<file path="config.mk">
export PLATFORM = sky130hd
export DESIGN_NAME = pipeline_ctrl
export DESIGN_NICKNAME = d
export VERILOG_FILES = /design/src/rtl/pipeline_ctrl_pkg.sv /design/src/rtl/pipeline_ctrl_stall_watchdog.sv /design/src/rtl/pipeline_ctrl.sv
export SDC_FILE = /design/constraint.sdc
export NUM_CORES = 1
export LEC_CHECK = 0
export ABC_AREA = 1
export BUFFER_PORTS_ARGS = -buffer_cell sky130_fd_sc_hd__buf_2
export CAP_MARGIN = 10
export CORE_ASPECT_RATIO = 0.5
export CORE_MARGIN = 4
export CORE_UTILIZATION = 30
export CTS_CLUSTER_SIZE = 16
export DETAILED_ROUTE_END_ITERATION = 10
export GPL_ROUTABILITY_DRIVEN = 0
export PLACE_DENSITY = 0.59
export SLEW_MARGIN = 15
export SYNTH_ARGS = -nofsm -noshare
export SYNTH_HDL_FRONTEND = slang
export SYNTH_HIERARCHICAL = 1
export SYNTH_SLANG_ARGS = --single-unit
</file>
<file path="constraint.sdc">
create_clock -name clk -period 1.52 [get_ports clk]
set_input_delay 0.304 -clock clk [delete_from_list [all_inputs] [get_ports clk]]
set_output_delay 0.304 -clock clk [all_outputs]
set_load 0.005 [all_outputs]
</file>
<file path="src/rtl/pipeline_ctrl_pkg.sv">
// Shared constants and types for the pipeline controller: stall encodings,
// controller state codes and the priority encoder for stall requests.
package pipeline_ctrl_pkg;

  localparam logic STOP       = 1'b1;
  localparam logic NOT_STOP   = 1'b0;
  localparam logic RST_ENABLE = 1'b1;

  // Per-stage stop vectors: bit0 PC, bit1 IF, bit2 ID, bit3 EX, bit4 MEM, bit5 WB.
  localparam logic [5:0] STALL_NONE = 6'b000000;
  localparam logic [5:0] STALL_IF   = 6'b000011;
  localparam logic [5:0] STALL_ID   = 6'b000111;
  localparam logic [5:0] STALL_EX   = 6'b001111;
  localparam logic [5:0] STALL_MEM  = 6'b011111;

  typedef enum logic {
    CTRL_RUN   = 1'b0,
    CTRL_DRAIN = 1'b1
  } ctrl_state_e;

  // The deepest stalling stage wins; every stage upstream of it stops too.
  function automatic logic [5:0] base_stall(input logic mem_req, input logic ex_req,
                                            input logic id_req, input logic if_req);
    if (mem_req)     return STALL_MEM;
    else if (ex_req) return STALL_EX;
    else if (id_req) return STALL_ID;
    else if (if_req) return STALL_IF;
    else             return STALL_NONE;
  endfunction

endpackage

</file>
<file path="src/rtl/pipeline_ctrl_stall_watchdog.sv">
// Stall watchdog: counts consecutive stalled cycles and raises a sticky flag
// once the run reaches TIMEOUT_CYCLES. The flag clears only on reset.
module pipeline_ctrl_stall_watchdog
  import pipeline_ctrl_pkg::*;
#(
  parameter int TIMEOUT_CYCLES = 1024,
  parameter int CNT_W          = 16
) (
  input  logic clk,
  input  logic rst,
  input  logic stalled,
  output logic stall_timeout
);

  localparam logic [CNT_W-1:0] LIMIT = CNT_W'(TIMEOUT_CYCLES);

  logic [CNT_W-1:0] cnt;

  // Consecutive-stall counter, saturating at LIMIT; the flag sets on the edge
  // at which the counter reaches LIMIT and then holds.
  // NOTE: sequential state uses non-blocking (<=) so every register samples
  // pre-edge values regardless of statement order.
  always_ff @(posedge clk) begin
    if (rst == RST_ENABLE) begin
      cnt           <= '0;
      stall_timeout <= 1'b0;
    end else if (stalled == NOT_STOP) begin
      cnt <= '0;
    end else begin
      if (cnt != LIMIT) cnt <= cnt + 1'b1;
      if (cnt >= LIMIT - 1'b1) stall_timeout <= 1'b1;
    end
  end

endmodule

</file>
<file path="src/rtl/pipeline_ctrl.sv">
// Central pipeline controller: merges stage stall requests, sequences
// exception flushes and drains a stale instruction fetch after a flush.
module pipeline_ctrl
  import pipeline_ctrl_pkg::*;
#(
  parameter int TIMEOUT_CYCLES = 1024,
  parameter int CNT_W          = 16
) (
  input  logic        clk,
  input  logic        rst,
  input  logic        if_stallreq,
  input  logic        id_stallreq,
  input  logic        ex_stallreq,
  input  logic        mem_stallreq,
  input  logic        excp_valid,
  input  logic [31:0] excp_target,
  output logic [5:0]  stall,
  output logic        flush,
  output logic [31:0] new_pc,
  output logic        if_discard,
  output logic        stall_timeout,
  output logic [31:0] stall_cnt
);

  ctrl_state_e state, state_next;
  logic [5:0]  base;
  logic        flush_cond;

  assign base       = base_stall(mem_stallreq, ex_stallreq, id_stallreq, if_stallreq);
  // An exception cannot redirect while its MEM access is still on the bus.
  assign flush_cond = excp_valid && !mem_stallreq;

  // State register.
  always_ff @(posedge clk) begin
    if (rst == RST_ENABLE) state <= CTRL_RUN;
    else                   state <= state_next;
  end

  // Next state and combinational stall/flush outputs.
  // NOTE: every output gets a default before any branch so no path leaves a
  // signal unassigned and no latch is inferred.
  always_comb begin
    state_next = state;
    stall      = STALL_NONE;
    flush      = 1'b0;
    new_pc     = 32'h0;
    if_discard = 1'b0;
    if (rst != RST_ENABLE) begin
      unique case (state)
        CTRL_RUN: begin
          if (flush_cond) begin
            flush  = 1'b1;
            new_pc = excp_target;
            // A fetch still outstanding at redirect returns stale data later.
            if (if_stallreq) state_next = CTRL_DRAIN;
          end else begin
            stall = base;
          end
        end
        CTRL_DRAIN: begin
          if_discard = 1'b1;
          if (flush_cond) begin
            flush  = 1'b1;
            new_pc = excp_target;
          end else begin
            // Hold PC and IF on the redirected PC until the bus is free.
            stall = base | STALL_IF;
            if (!if_stallreq) state_next = CTRL_RUN;
          end
        end
        default: state_next = CTRL_RUN;
      endcase
    end
  end

  // Performance counter of cycles with the PC stopped, saturating.
  always_ff @(posedge clk) begin
    if (rst == RST_ENABLE) stall_cnt <= 32'h0;
    else if (stall[0] == STOP && stall_cnt != 32'hFFFF_FFFF) stall_cnt <= stall_cnt + 32'd1;
  end

  pipeline_ctrl_stall_watchdog #(
    .TIMEOUT_CYCLES(TIMEOUT_CYCLES),
    .CNT_W         (CNT_W)
  ) u_watchdog (
    .clk          (clk),
    .rst          (rst),
    .stalled      (stall != STALL_NONE),
    .stall_timeout(stall_timeout)
  );

endmodule
</file>
Word-level counts from Yosys, hierarchy flattened
Index checks and enable logic that the tools add are counted.
Storage, ports and cells
  bits of input ports: 39
  flip-flop bits (word level): 50
Operators by class
  bitwise gates (word level): 2
  add/sub/neg operators: 2
  order comparisons: 1
  reductions and logical operators: 6
  multiplexer cells: 18
  equality and inequality tests: 2
Operators with widths (number)
  $mux 32: 2
  $add 32x1->32 const B: 1
  $ne 32x32->1 const B: 1
  $mux 6: 5
  $add 16x1->16 const B: 1
  $ge 16x10->1 const B: 1
  $ne 16x11->1 const B: 1
  $pmux 6 s2: 1
  $mux 1: 7
  $reduce_bool 6->1: 1
  $mux 3: 1
  $logic_and 1x1->1: 2
  $mux 2: 1
  $not 1->1: 2
  $pmux 1 s2: 1
  $reduce_and 2->1: 1
  $reduce_or 2->1: 1
  $logic_not 1->1: 1

Longest topological paths before layout
Gate-level depths: netlist of the first run.
  word-level depth: 10
  mapped depth: 11
  depth with buffers taken out: 10

By module
Netlist of the first run, hierarchy kept.
Modules (own cells, without submodules)
  pipeline_ctrl: area an instance 2541.2 um2, cells each 454, instances 1
  pipeline_ctrl_stall_watchdog: area an instance 974.7 um2, cells each 155, instances 1

Worst setup path before layout of the first run
No wires, ideal clock.
  path kind: register -> register
  start: reg stall_cnt[0]
  end: reg stall_cnt[1]
  stages on the path, launching flop included: 12
  path slack: -0.110 ns
  library setup time: 0.116 ns
  data arrival time: 1.515 ns
  buffers on the path: 1
  clock period less this slack: 1.630 ns
  cells stage by stage: dfxtp_1 ha_1 nand2_2 nor2_4 nand2_4 nor2_8 nand2_4 nand2_8 inv_2 buf_6 nor2_1 nor2_1
On the way
  longest elaborated chain between the ends: 2
  elaborated cells on any way between the ends: 3
  classes of those cells: add/sub (1); eq/ne (1); reduce/logical (1)
RTL lines
  start, declared: line pipeline_ctrl.sv:22  | output logic [31:0] stall_cnt
  start signal, assigned: line pipeline_ctrl.sv:79  | else if (stall[0] == STOP && stall_cnt != 32'hFFFF_FFFF) stall_cnt <= stall_cnt + 32'd1;
  branches (longest 2 deep; another with $add 32x1->32)
Several ways; the timed one is not identified.
A chain may end at the register's enable or synchronous reset.

Worst setup path after layout of the first run
  start: reg stall_cnt[1]
  end: reg stall_cnt[28]
Same word-level chain as after synthesis.

==> out/qor.txt, run 1 <==
========================================================================================
Die outline area .......................................................... 0.01362 mm^2
Count of endpoints failing setup in the final report ......................            7
Cell count after synthesis ................................................          609
Fin worst setup slack .....................................................  -0.02508 ns
Switching power total .....................................................    0.6894 mW
Number of buffers inserted by hold repair at cts ..........................            0
Net total in the final layout .............................................          828
Largest net degree at the start of global routing .........................           35
Post-detailed-placement cell area ......................................... 0.004726 mm^2
I/O pin count .............................................................          112
Post-Synthesis Cell Area .................................................. 0.003516 mm^2
Post-detailed-route DRC marker count ......................................            0
Chip Width ................................................................     161.1 um
Fraction of synthesized cell area in xor and xnor cells ...................      0.03986
DP Wirelength .............................................................     8.563 mm
Kind of start point of the critical path ..................................    flip-flop
Register share of total power .............................................        0.471
Aggregate routed wire length ..............................................     11.00 mm
Total track usage .........................................................       0.1613
Number of DRC violations after detailed-routing iteration 0 ...............          264
Count of maximum capacitance violations ...................................            0
Register clock-pin slew on the reported worst setup and hold paths ........      0.07 ns
Clock skew after layout ...................................................  0.009858 ns
ANT cells .................................................................            0
Failing checks ............................................................ setup timing
TritonCTS clock tree ......................................................        built
Sum of negative setup slack ...............................................  -0.09020 ns
Std-Cell Core Area ........................................................ 0.01122 mm^2
Number of clock sinks .....................................................           50
Final worst path period need ..............................................     1.545 ns
Number of buffers between clock root and the deepest sink .................            2
Fraction of layout instances using a drive strength above 1 ...............       0.3346
Die Ht ....................................................................     84.55 um
Post-Synth Simple-Gate Area ...............................................       0.4747
Clock latency at the later pin of the worst-skew pair .....................      0.30 ns
Vias in the first global route ............................................        3,873
Ys Warns ..................................................................            6
Highest Clock Rate ........................................................   0.6472 GHz
Library cell occupying the most area in the post-synthesis netlist ........      dfxtp_1
Required time at the endpoint of the critical path ........................      1.75 ns
Cell chosen for the clock root ............................................    clkbuf_16
Kind of end point of the critical path ....................................    flip-flop
Portion of the clock cycle consumed by the worst path in the final layout .        1.017
Maximum vdd ir drop .......................................................    0.3098 mV
Most common library cell in the layout ignoring fill and taps .............      nand2_1
Number of max-slew violations in the final report .........................            0
Fraction of synthesized cell area taken by the top area cell type .........       0.2847
# H-tree levels ...........................................................            2
Sequential-to-total area share from yosys stat ............................       0.2847
Clock network fraction of design power ....................................        0.406
Overflow left after global routing ........................................            0
TritonRoute pass-1 iters ..................................................            5
Adder and majority cell fraction of the synthesized area ..................      0.01068
Class of the most critical hold timing path ............................... input pin to flip-flop
Via density per instance ..................................................        4.349
Share of cell area taken by muxes after synthesis .........................            0
Row Count .................................................................           27
Endpoint arrival time on the critical path ................................      1.78 ns
Wire length of the first global-routing pass ..............................     18.20 mm
Leading cell types in the layout, fill and taps excluded .................. nand2_1, nor2_1, buf_2
Synth Area per Inst .......................................................   5.773 um^2
Internal cell power .......................................................     2.126 mW
Number of vias in the routed layout .......................................        4,110
Share of total power in combinational logic ...............................        0.124
Effective utilization at floorplan ........................................       0.3135
IO buf count ..............................................................          110
TritonCTS Buffers .........................................................            5
Worst Path Class, Setup ................................................... flip-flop to flip-flop
Critical-path maximum fanout ..............................................            7
Dominant combinational cell family by area after synthesis ................ simple AND/OR/NAND/NOR gates
Summed area of non-filler cells in the final layout ....................... 0.005131 mm^2
Share of total power consumed by net switching ............................       0.2448
Flip-flop and latch count after synthesis .................................           50
Unrepaired setup endpoints after global routing ...........................          yes
WL/cell ...................................................................     11.64 um
Post-synthesis to final-layout area growth ................................       45.94%
Cell leakage power ........................................................     2.518 nW
Number of failing hold endpoints at the final stage .......................            0
Number of antenna violations at the first check in global routing .........            0
Outcome ................................................................... finished with violations
Pwr Total .................................................................     2.816 mW
Power per Cell Area ....................................................... 548.7 mW/mm^2
Number of distinct library cells after synthesis ..........................           30
Number of nets with antenna violations after detailed routing .............            0
Area contributors post-synth .............................................. dfxtp_1, nand2_1, nor2_1, inv_1, a21oi_1
Synthesized-area fraction occupied by ao, oa, aoi and oai cells ...........      0.06263
Nets in the synthesized netlist ...........................................          651
========================================================================================
==> routing by layer <==
layer  routed length, um  share of wire  GRT usage  up-vias
met3                 447          0.041    0.03041       10
met4                 153          0.014    0.04954        0
met1                5142           0.47     0.2103     1831
met5                   0              0          0        -
met2                5259           0.48     0.2726       66
li1                    -              -          -     2203
==> worst max-delay path: stages, from the launching register on <==
cell	delay [ns]
dfxtp_4	0.36
ha_4	0.14
nand2_4	0.05
nor2_4	0.16
nand2_4	0.10
nor2_8	0.13
nand2_8	0.09
nand2_8	0.13
buf_12	0.13
nand2_1	0.07
a21oi_2	0.13
==> registers in the layout, indices dropped and copies added, names as in the netlist <==
signal                    flops
stall_cnt                    32
u_watchdog/stall_timeout      1
u_watchdog/cnt               16
state                         1
==> synthesized netlist by cell type <==
| cell type | number |
|---|---|
| nand2_1 | 180 |
| nor2_1 | 143 |
| inv_1 | 89 |
| dfxtp_1 | 50 |
| a21oi_1 | 35 |
| nand3_1 | 25 |
| nand4_1 | 16 |
| xor2_1 | 11 |
| o21ai_0 | 8 |
| nand2_2 | 6 |
| nor2_4 | 6 |
| clkbuf_1 | 5 |
| xnor2_1 | 5 |
| buf_2 | 4 |
| buf_6 | 3 |
| ha_1 | 3 |
| nand2_4 | 3 |
| nor2_2 | 3 |
| buf_4 | 2 |
| nor3b_1 | 2 |
| and2_1 | 1 |
| buf_8 | 1 |
| clkinv_1 | 1 |
| conb_1 | 1 |
| inv_2 | 1 |
| nand2_8 | 1 |
| nand3b_1 | 1 |
| nor2_8 | 1 |
| nor3_1 | 1 |
| o21ai_1 | 1 |
==> power groups by stage <==
stage / Combinational, mW / Clock (mW) / Sequential (mW)
2_1_floorplan: 0.161 / 0 / 1.36
3_3_place_gp: 0.308 / 0 / 1.36
3_5_place_dp: 0.312 / 0 / 1.36
4_1_cts: 0.331 / 1.18 / 1.33
5_1_grt: 0.391 / 1.22 / 1.33
6_report: 0.348 / 1.14 / 1.33
==> metrics by stage <==
stage | std cells | hold WS (ns) | utilization | setup WS [ns]
6_report | 945 | 0.2619 | 0.4575 | -0.02508
5_1_grt | 945 | 0.2913 | 0.4575 | -0.1255
3_5_place_dp | 928 | 0.4464 | 0.4214 | -0.07637
2_1_floorplan | 609 | 0.4458 | - | 0.0003354
4_1_cts | 939 | 0.2655 | 0.4392 | -0.01413
3_3_place_gp | 928 | 0.4350 | 0.4214 | -0.01638
==> cell type report <==
type | count | area, um^2
well taps | 159 | 198.9
flip-flops and latches | 50 | 1018
fillers | 1219 | 6085
multi-input cells | 454 | 2242
inverters | 91 | 351.6
repair buffers | 184 | 1177
clock buffers | 7 | 142.6
==> repair_timing <==
item | 4_1_cts | 5_1_grt
gates cloned | 1 | 1
pin swaps | 10 | 21
gates resized for setup | 10 | 47
endpoints found under the setup margin | 30 | 33
setup buffers | 3 | 6
==> logic make-up (layout without fill, tap and decap cells) <==
kind of cell,after synthesis,in the layout
and+or+nand+nor,389,390
AOI/OAI and AO/OA,44,44
DFF,50,50
adders and majority gates,3,3
buffers and inverters,106,282
other,1,1
xor gates and xnor gates,16,16
==> final timing paths <==
| path | start | cells past startpoint | slack [ns] | endpoint |
|---|---|---|---|---|
| worst max-delay path | stall_cnt[1] | 10 | -0.03 | stall_cnt[28] |
| worst min-delay path | if_stallreq | 3 | 0.26 | state |
| worst max register to register | stall_cnt[1] | 10 | -0.03 | stall_cnt[28] |
| worst min register to register | u_watchdog/stall_timeout | 2 | 0.46 | u_watchdog/stall_timeout |
(Power assumes the default switching activity.)
==> inputs of run 2 (changes only) <==
--- a/config.mk
+++ b/config.mk
@@ -8,13 +8,15 @@
 export ABC_AREA = 1
 export BUFFER_PORTS_ARGS = -buffer_cell sky130_fd_sc_hd__buf_2
 export CAP_MARGIN = 10
+export CELL_PAD_IN_SITES_DETAIL_PLACEMENT = 1
+export CELL_PAD_IN_SITES_GLOBAL_PLACEMENT = 1
 export CORE_ASPECT_RATIO = 0.5
 export CORE_MARGIN = 4
 export CORE_UTILIZATION = 30
 export CTS_CLUSTER_SIZE = 16
 export DETAILED_ROUTE_END_ITERATION = 10
 export GPL_ROUTABILITY_DRIVEN = 0
-export PLACE_DENSITY = 0.59
+export PLACE_DENSITY = 0.8
 export SLEW_MARGIN = 15
 export SYNTH_ARGS = -nofsm -noshare
 export SYNTH_HDL_FRONTEND = slang
==> run 2 against run 1 <==
Compared with the run above: the flow still finishes with violations (setup timing); global-route usage up 2.9 points; utilization down 0.25 points; sequential share of layout area up 0.23 points; largest power group unchanged.
==> out/qor.txt, run 2 (synthesis gave the netlist of run 1 again) <==
========================================================================================
Vias in the first global route ............................................        4,482
Wire length of the first global-routing pass ..............................     21.34 mm
Final core utilization ....................................................       0.4550
Failing checks ............................................................ setup timing
Fraction of layout instances using a drive strength above 1 ...............       0.3363
Number of antenna violations at the first check in global routing .........            0
Largest registers ......................................................... stall_cnt: 32 flops, u_watchdog/cnt: 16 flops
# H-tree levels ...........................................................            2
Die outline area .......................................................... 0.01362 mm^2
Fin cells .................................................................          944
Number of max-slew violations in the final report .........................            0
Worst Path Class, Setup ................................................... flip-flop to flip-flop
Number of buffers inserted by hold repair at cts ..........................            0
Cells traversed along the worst timing path ............................... ha_4 > nand2_4 > nor2_4 > nand2_4 > nor2_8 > nand2_4 > nand2_8 > buf_12 > nand2_1 > a21oi_1
Clock latency at the later pin of the worst-skew pair .....................      0.30 ns
Endpoint arrival time on the critical path ................................      1.82 ns
Final-layout fill cell count ..............................................        1,586
Worst stage delay on the critical path ....................................      0.36 ns
Kind of start point of the critical path ..................................    flip-flop
Sum of negative setup slack ...............................................    -1.160 ns
Final worst path period need ..............................................     1.590 ns
Most flop-heavy register ..................................................    stall_cnt
Post-synthesis to final-layout area growth ................................       45.16%
Highest Clock Rate ........................................................   0.6291 GHz
Number of nets with antenna violations after detailed routing .............            0
TritonCTS clock tree ......................................................        built
Kind of end point of the critical path ....................................    flip-flop
Die Ht ....................................................................     84.55 um
Minimum hold slack ........................................................    0.2958 ns
Total track usage .........................................................       0.1899
Combined flip-flop and latch cell area .................................... 0.001025 mm^2
Number of clock sinks .....................................................           50
IO buf count ..............................................................          110
Cell mode on critical path ................................................      nand2_4
Number of vias in the routed layout .......................................        4,329
I/O pin count .............................................................          112
Pwr Total .................................................................     2.815 mW
Worst path buffer plus inverter count .....................................            1
Clock skew after layout ...................................................  0.009769 ns
Effective utilization at floorplan ........................................       0.3135
Via density per instance ..................................................        4.586
Maximum vdd ir drop .......................................................    0.2882 mV
Portion of the clock cycle consumed by the worst path in the final layout .        1.046
Overflow left after global routing ........................................            0
Count of endpoints failing setup in the final report ......................           29
WL/cell ...................................................................     14.18 um
Chip Width ................................................................     161.1 um
Fin worst setup slack .....................................................  -0.06951 ns
Row Count .................................................................           27
Post-Place Cells ..........................................................          925
Net total in the final layout .............................................          826
Class of the most critical hold timing path ............................... input pin to flip-flop
Cell family with the largest share of critical-path delay ................. simple AND/OR/NAND/NOR gates
Std-Cell Core Area ........................................................ 0.01122 mm^2
Post-detailed-route DRC marker count ......................................            0
Most common library cell in the layout ignoring fill and taps .............      nand2_1
Max reg flops .............................................................           32
Area occupied by multi-input gates ........................................ 0.002220 mm^2
ANT cells .................................................................            0
Cell chosen for the clock root ............................................    clkbuf_16
Number of failing hold endpoints at the final stage .......................            0
TritonCTS Buffers .........................................................            5
Number of buffers between clock root and the deepest sink .................            2
Unrepaired setup endpoints after global routing ...........................          yes
Required time at the endpoint of the critical path ........................      1.75 ns
Outcome ................................................................... finished with violations
Largest net degree at the start of global routing .........................           35
Critical Path Slowest Stage Cell ..........................................      dfxtp_4
TritonRoute pass-1 iters ..................................................            4
Cell leakage power ........................................................     2.524 nW
Leading cell types in the layout, fill and taps excluded .................. nand2_1, nor2_1, buf_2
Register clock-pin slew on the reported worst setup and hold paths ........      0.07 ns
Power per Cell Area ....................................................... 551.6 mW/mm^2
Aggregate routed wire length ..............................................     13.38 mm
Count of maximum capacitance violations ...................................            0
Number of DRC violations after detailed-routing iteration 0 ...............          179
Critical-path maximum fanout ..............................................           10
DP Wirelength .............................................................     10.34 mm
========================================================================================
==> run 2: layout make-up <==
| class | count | area share |
|---|---|---|
| Inverter | 91 | 0.06791 |
| Timing Repair Buffer | 183 | 0.2304 |
| Multi-Input combinational cell | 453 | 0.4349 |
| Tap cell | 159 | 0.03898 |
| Clock inverter | 2 | 0.001716 |
| Clock buffer | 6 | 0.02525 |
| Sequential cell | 50 | 0.2008 |
==> run 2: layer usage <==
layer | vias to the layer above | share of wire | track usage
met3 | 10 | 0.028 | 0.03286
met2 | 44 | 0.52 | 0.3586
li1 | 2192 | - | -
met5 | - | 0 | 0
met1 | 2083 | 0.44 | 0.2260
met4 | 0 | 0.0090 | 0.04334
==> run 2: worst paths after layout <==
kind	cells after the start	slack (ns)	start	to
max	10	-0.07	stall_cnt[1]	stall_cnt[2]
min	3	0.30	if_stallreq	state
max reg2reg	10	-0.07	stall_cnt[1]	stall_cnt[2]
min reg2reg	2	0.47	u_watchdog/stall_timeout	u_watchdog/stall_timeout
==> run 2: metrics by stage <==
stage	setup slack [ns]	instance area, um^2
after floorplan	0.0003354	3541
after global placement	-0.09939	4703
after detailed placement	-0.1495	4703
after CTS	-0.02524	4928
after global routing	-0.1639	5104
final	-0.06951	5104
==> run 2: worst min-delay path, stage by stage <==
cell     delay (ns)
buf_2          0.13
nand2_1        0.06
a21oi_1        0.06
==> run 2: timing repair <==
action,4_1_cts,5_1_grt
buffers inserted,5,6
pin swaps,6,13
resized for setup,18,44
endpoints found under the setup margin,33,35
==> run 2: power breakdown <==
part / internal [mW] / leakage (nW) / switching (mW)
Combinational: 0.168 / 2.05 / 0.195
Clock: 0.605 / 0.0683 / 0.523
Sequential: 1.32 / 0.410 / 0.00991
Total: 2.09 / 2.52 / 0.727
==> inputs of run 3 (changes only) <==
--- a/config.mk
+++ b/config.mk
@@ -16,7 +16,8 @@
 export CTS_CLUSTER_SIZE = 16
 export DETAILED_ROUTE_END_ITERATION = 10
 export GPL_ROUTABILITY_DRIVEN = 0
-export PLACE_DENSITY = 0.8
+export PLACE_DENSITY = 0.77
+export SKIP_LAST_GASP = 1
 export SLEW_MARGIN = 15
 export SYNTH_ARGS = -nofsm -noshare
 export SYNTH_HDL_FRONTEND = slang
==> constraint.sdc (replaced) <==
create_clock -name clk -period 1.71 [get_ports clk]
set_input_delay 0.342 -clock clk [delete_from_list [all_inputs] [get_ports clk]]
set_output_delay 0.342 -clock clk [all_outputs]
set_load 0.005 [all_outputs]
==> run 3 against run 2 <==
Compared with the run above: the flow now finishes without violations; routed wire length shrank 7.1%; count of clock-buffer cells in the layout grew 1; sequential power down 11%; critical endpoint is now stall[0].
==> out/qor.txt, run 3 (synthesis gave the netlist of run 1 again) <==
========================================================================================
Outcome ...................................................................    completed
Number of failing hold endpoints at the final stage .......................            0
Worst hold endpoint .......................................................        state
FF-to-FF End .............................................................. stall_cnt[16]
Count of endpoints failing setup in the final report ......................            0
Start point of the worst hold path ........................................  if_stallreq
Count of maximum capacitance violations ...................................            0
Aggregate routed wire length ..............................................     12.43 mm
Kind of end point of the critical path .................................... primary output
TritonCTS Buffers .........................................................            5
Die outline area .......................................................... 0.01362 mm^2
I/O pin count .............................................................          112
Register share of total power .............................................        0.472
ANT cells .................................................................            0
Share of total power in combinational logic ...............................        0.110
Endpoint arrival time on the critical path ................................      1.32 ns
Final worst path period need ..............................................     1.664 ns
Worst Path Class, Setup ................................................... flip-flop to primary output
Post-detailed-placement cell area ......................................... 0.004513 mm^2
Number of max-slew violations in the final report .........................            0
Critical-path maximum fanout ..............................................           13
Chip Width ................................................................     161.1 um
TritonRoute pass-1 iters ..................................................            4
DP Wirelength .............................................................     9.948 mm
Fraction of layout instances using a drive strength above 1 ...............       0.2711
Number of buffers between clock root and the deepest sink .................            2
Required time at the endpoint of the critical path ........................      1.37 ns
Largest net degree at the start of global routing .........................           34
Cell chosen for the clock root ............................................    clkbuf_16
Global Route met1 Usage ...................................................       0.2282
Clock skew after layout ...................................................  0.005410 ns
R2r startpoint ............................................................ stall_cnt[0]
Most flop-heavy register ..................................................    stall_cnt
Hold depth ................................................................            3
WL/cell ...................................................................     13.53 um
Post-detailed-route DRC marker count ......................................            0
Minimum hold slack ........................................................    0.3102 ns
Cell leakage power ........................................................     2.365 nW
Row Count .................................................................           27
Wire length of the first global-routing pass ..............................     20.60 mm
Max reg flops .............................................................           32
Class of the most critical hold timing path ............................... input pin to flip-flop
# H-tree levels ...........................................................            2
Worst R2R Setup Slack .....................................................      0.10 ns
Power per Cell Area ....................................................... 523.5 mW/mm^2
Number of nets with antenna violations after detailed routing .............            0
Maximum vdd ir drop .......................................................    0.2778 mV
Worst Reg-to-Reg Cells ....................................................           10
Overflow left after global routing ........................................            0
Share of total power consumed by net switching ............................       0.2505
Std-Cell Core Area ........................................................ 0.01122 mm^2
Post-synthesis to final-layout area growth ................................       35.55%
Layer with the highest usage after global routing .........................         met2
Largest registers ......................................................... stall_cnt: 32 flops, u_watchdog/cnt: 16 flops
Total track usage .........................................................       0.1840
Leading cell types in the layout, fill and taps excluded .................. nand2_1, nor2_1, buf_2
Net total in the final layout .............................................          801
Summed area of non-filler cells in the final layout ....................... 0.004766 mm^2
Register clock-pin slew on the reported worst setup and hold paths ........      0.07 ns
Number of DRC violations after detailed-routing iteration 0 ...............          215
Portion of the clock cycle consumed by the worst path in the final layout .       0.9733
Sum of negative setup slack ...............................................         0 ns
Kind of start point of the critical path ..................................    flip-flop
Most common library cell in the layout ignoring fill and taps .............      nand2_1
Number of antenna violations at the first check in global routing .........            0
Final core utilization ....................................................       0.4249
TritonCTS clock tree ......................................................        built
Die Ht ....................................................................     84.55 um
Via density per instance ..................................................        4.508
IO buf count ..............................................................          110
Vias in the first global route ............................................        4,191
Clock latency at the later pin of the worst-skew pair .....................      0.30 ns
Number of vias in the routed layout .......................................        4,143
Internal cell power .......................................................     1.870 mW
Number of clock sinks .....................................................           50
Met2 Track Usage GR .......................................................       0.3440
Clock network fraction of design power ....................................        0.418
Highest Clock Rate ........................................................   0.6008 GHz
Met3 global-route usage ...................................................      0.02697
Switching power total .....................................................    0.6249 mW
Effective utilization at floorplan ........................................       0.3135
========================================================================================
## run 3: cell types whose count changed in the layout (fill, tap and decap cells not counted), sizes merged
cell / change
buf: -25
clkinv: -1
clkbuf: +1
## run 3: stage by stage
step           cells  worst slack (ns)  power (mW)
2_1_floorplan    609           0.07965       1.346
5_1_grt          919          -0.04124       2.625
3_5_place_dp     908          -0.06392       1.468
3_3_place_gp     908          0.004416       1.459
4_1_cts          917          0.004481       2.529
6_report         919           0.04562       2.495
## run 3: what timing repair did
action                     in CTS  in global routing
hold buffers                    0                  0
setup buffers                   1                  2
setup endpoints to repair      29                 33
pin swaps                       1                  5
resized for setup               8                 22
hold endpoints to repair        0                  0
## run 3: area by class of cell
class / count / area [um^2]
fill: 1611 / 6450
multi-input combinational: 453 / 2121
sequential: 50 / 1005
timing repair buffer: 158 / 947.2
inverter: 91 / 346.6
tap: 159 / 198.9
clock buffer: 7 / 142.6
clock inverter: 1 / 5.005
## run 3: per-layer routing
layer / share of wire / vias to the layer above / wire (um)
met3: 0.033 / 9 / 416
met1: 0.45 / 1947 / 5556
met2: 0.51 / 48 / 6356
met5: 0 / - / 0
li1: - / 2139 / -
met4: 0.0084 / 0 / 104
## run 3: how the worst max path moves through the flow
stage / from / endpoint / slack (ns) / cells past startpoint
global route: state / stall[1] / -0.04 / 6
detailed placement: stall_cnt[1] / stall_cnt[26] / -0.06 / 10
CTS: stall_cnt[1] / stall_cnt[23] / 0.004 / 11
finish: state / stall[0] / 0.05 / 6
global placement: stall_cnt[0] / stall_cnt[22] / 0.004 / 9
floorplan: stall_cnt[0] / stall_cnt[1] / 0.08 / 11
## run 3: worst max-delay path, stage by stage, from the launching register on
cell and delay [ns]:
dfxtp_1 0.32, nor2_2 0.13, nand3_1 0.12, nand2_2 0.13, inv_4 0.06, buf_6 0.15, buf_2 0.13
## run 3: power groups by stage
stage	Clock, mW	Combinational, mW	Sequential (mW)
after floorplan	0	0.140	1.21
after global placement	0	0.256	1.20
after detailed placement	0	0.264	1.20
after CTS	1.08	0.274	1.18
after global routing	1.14	0.308	1.18
final	1.04	0.273	1.18
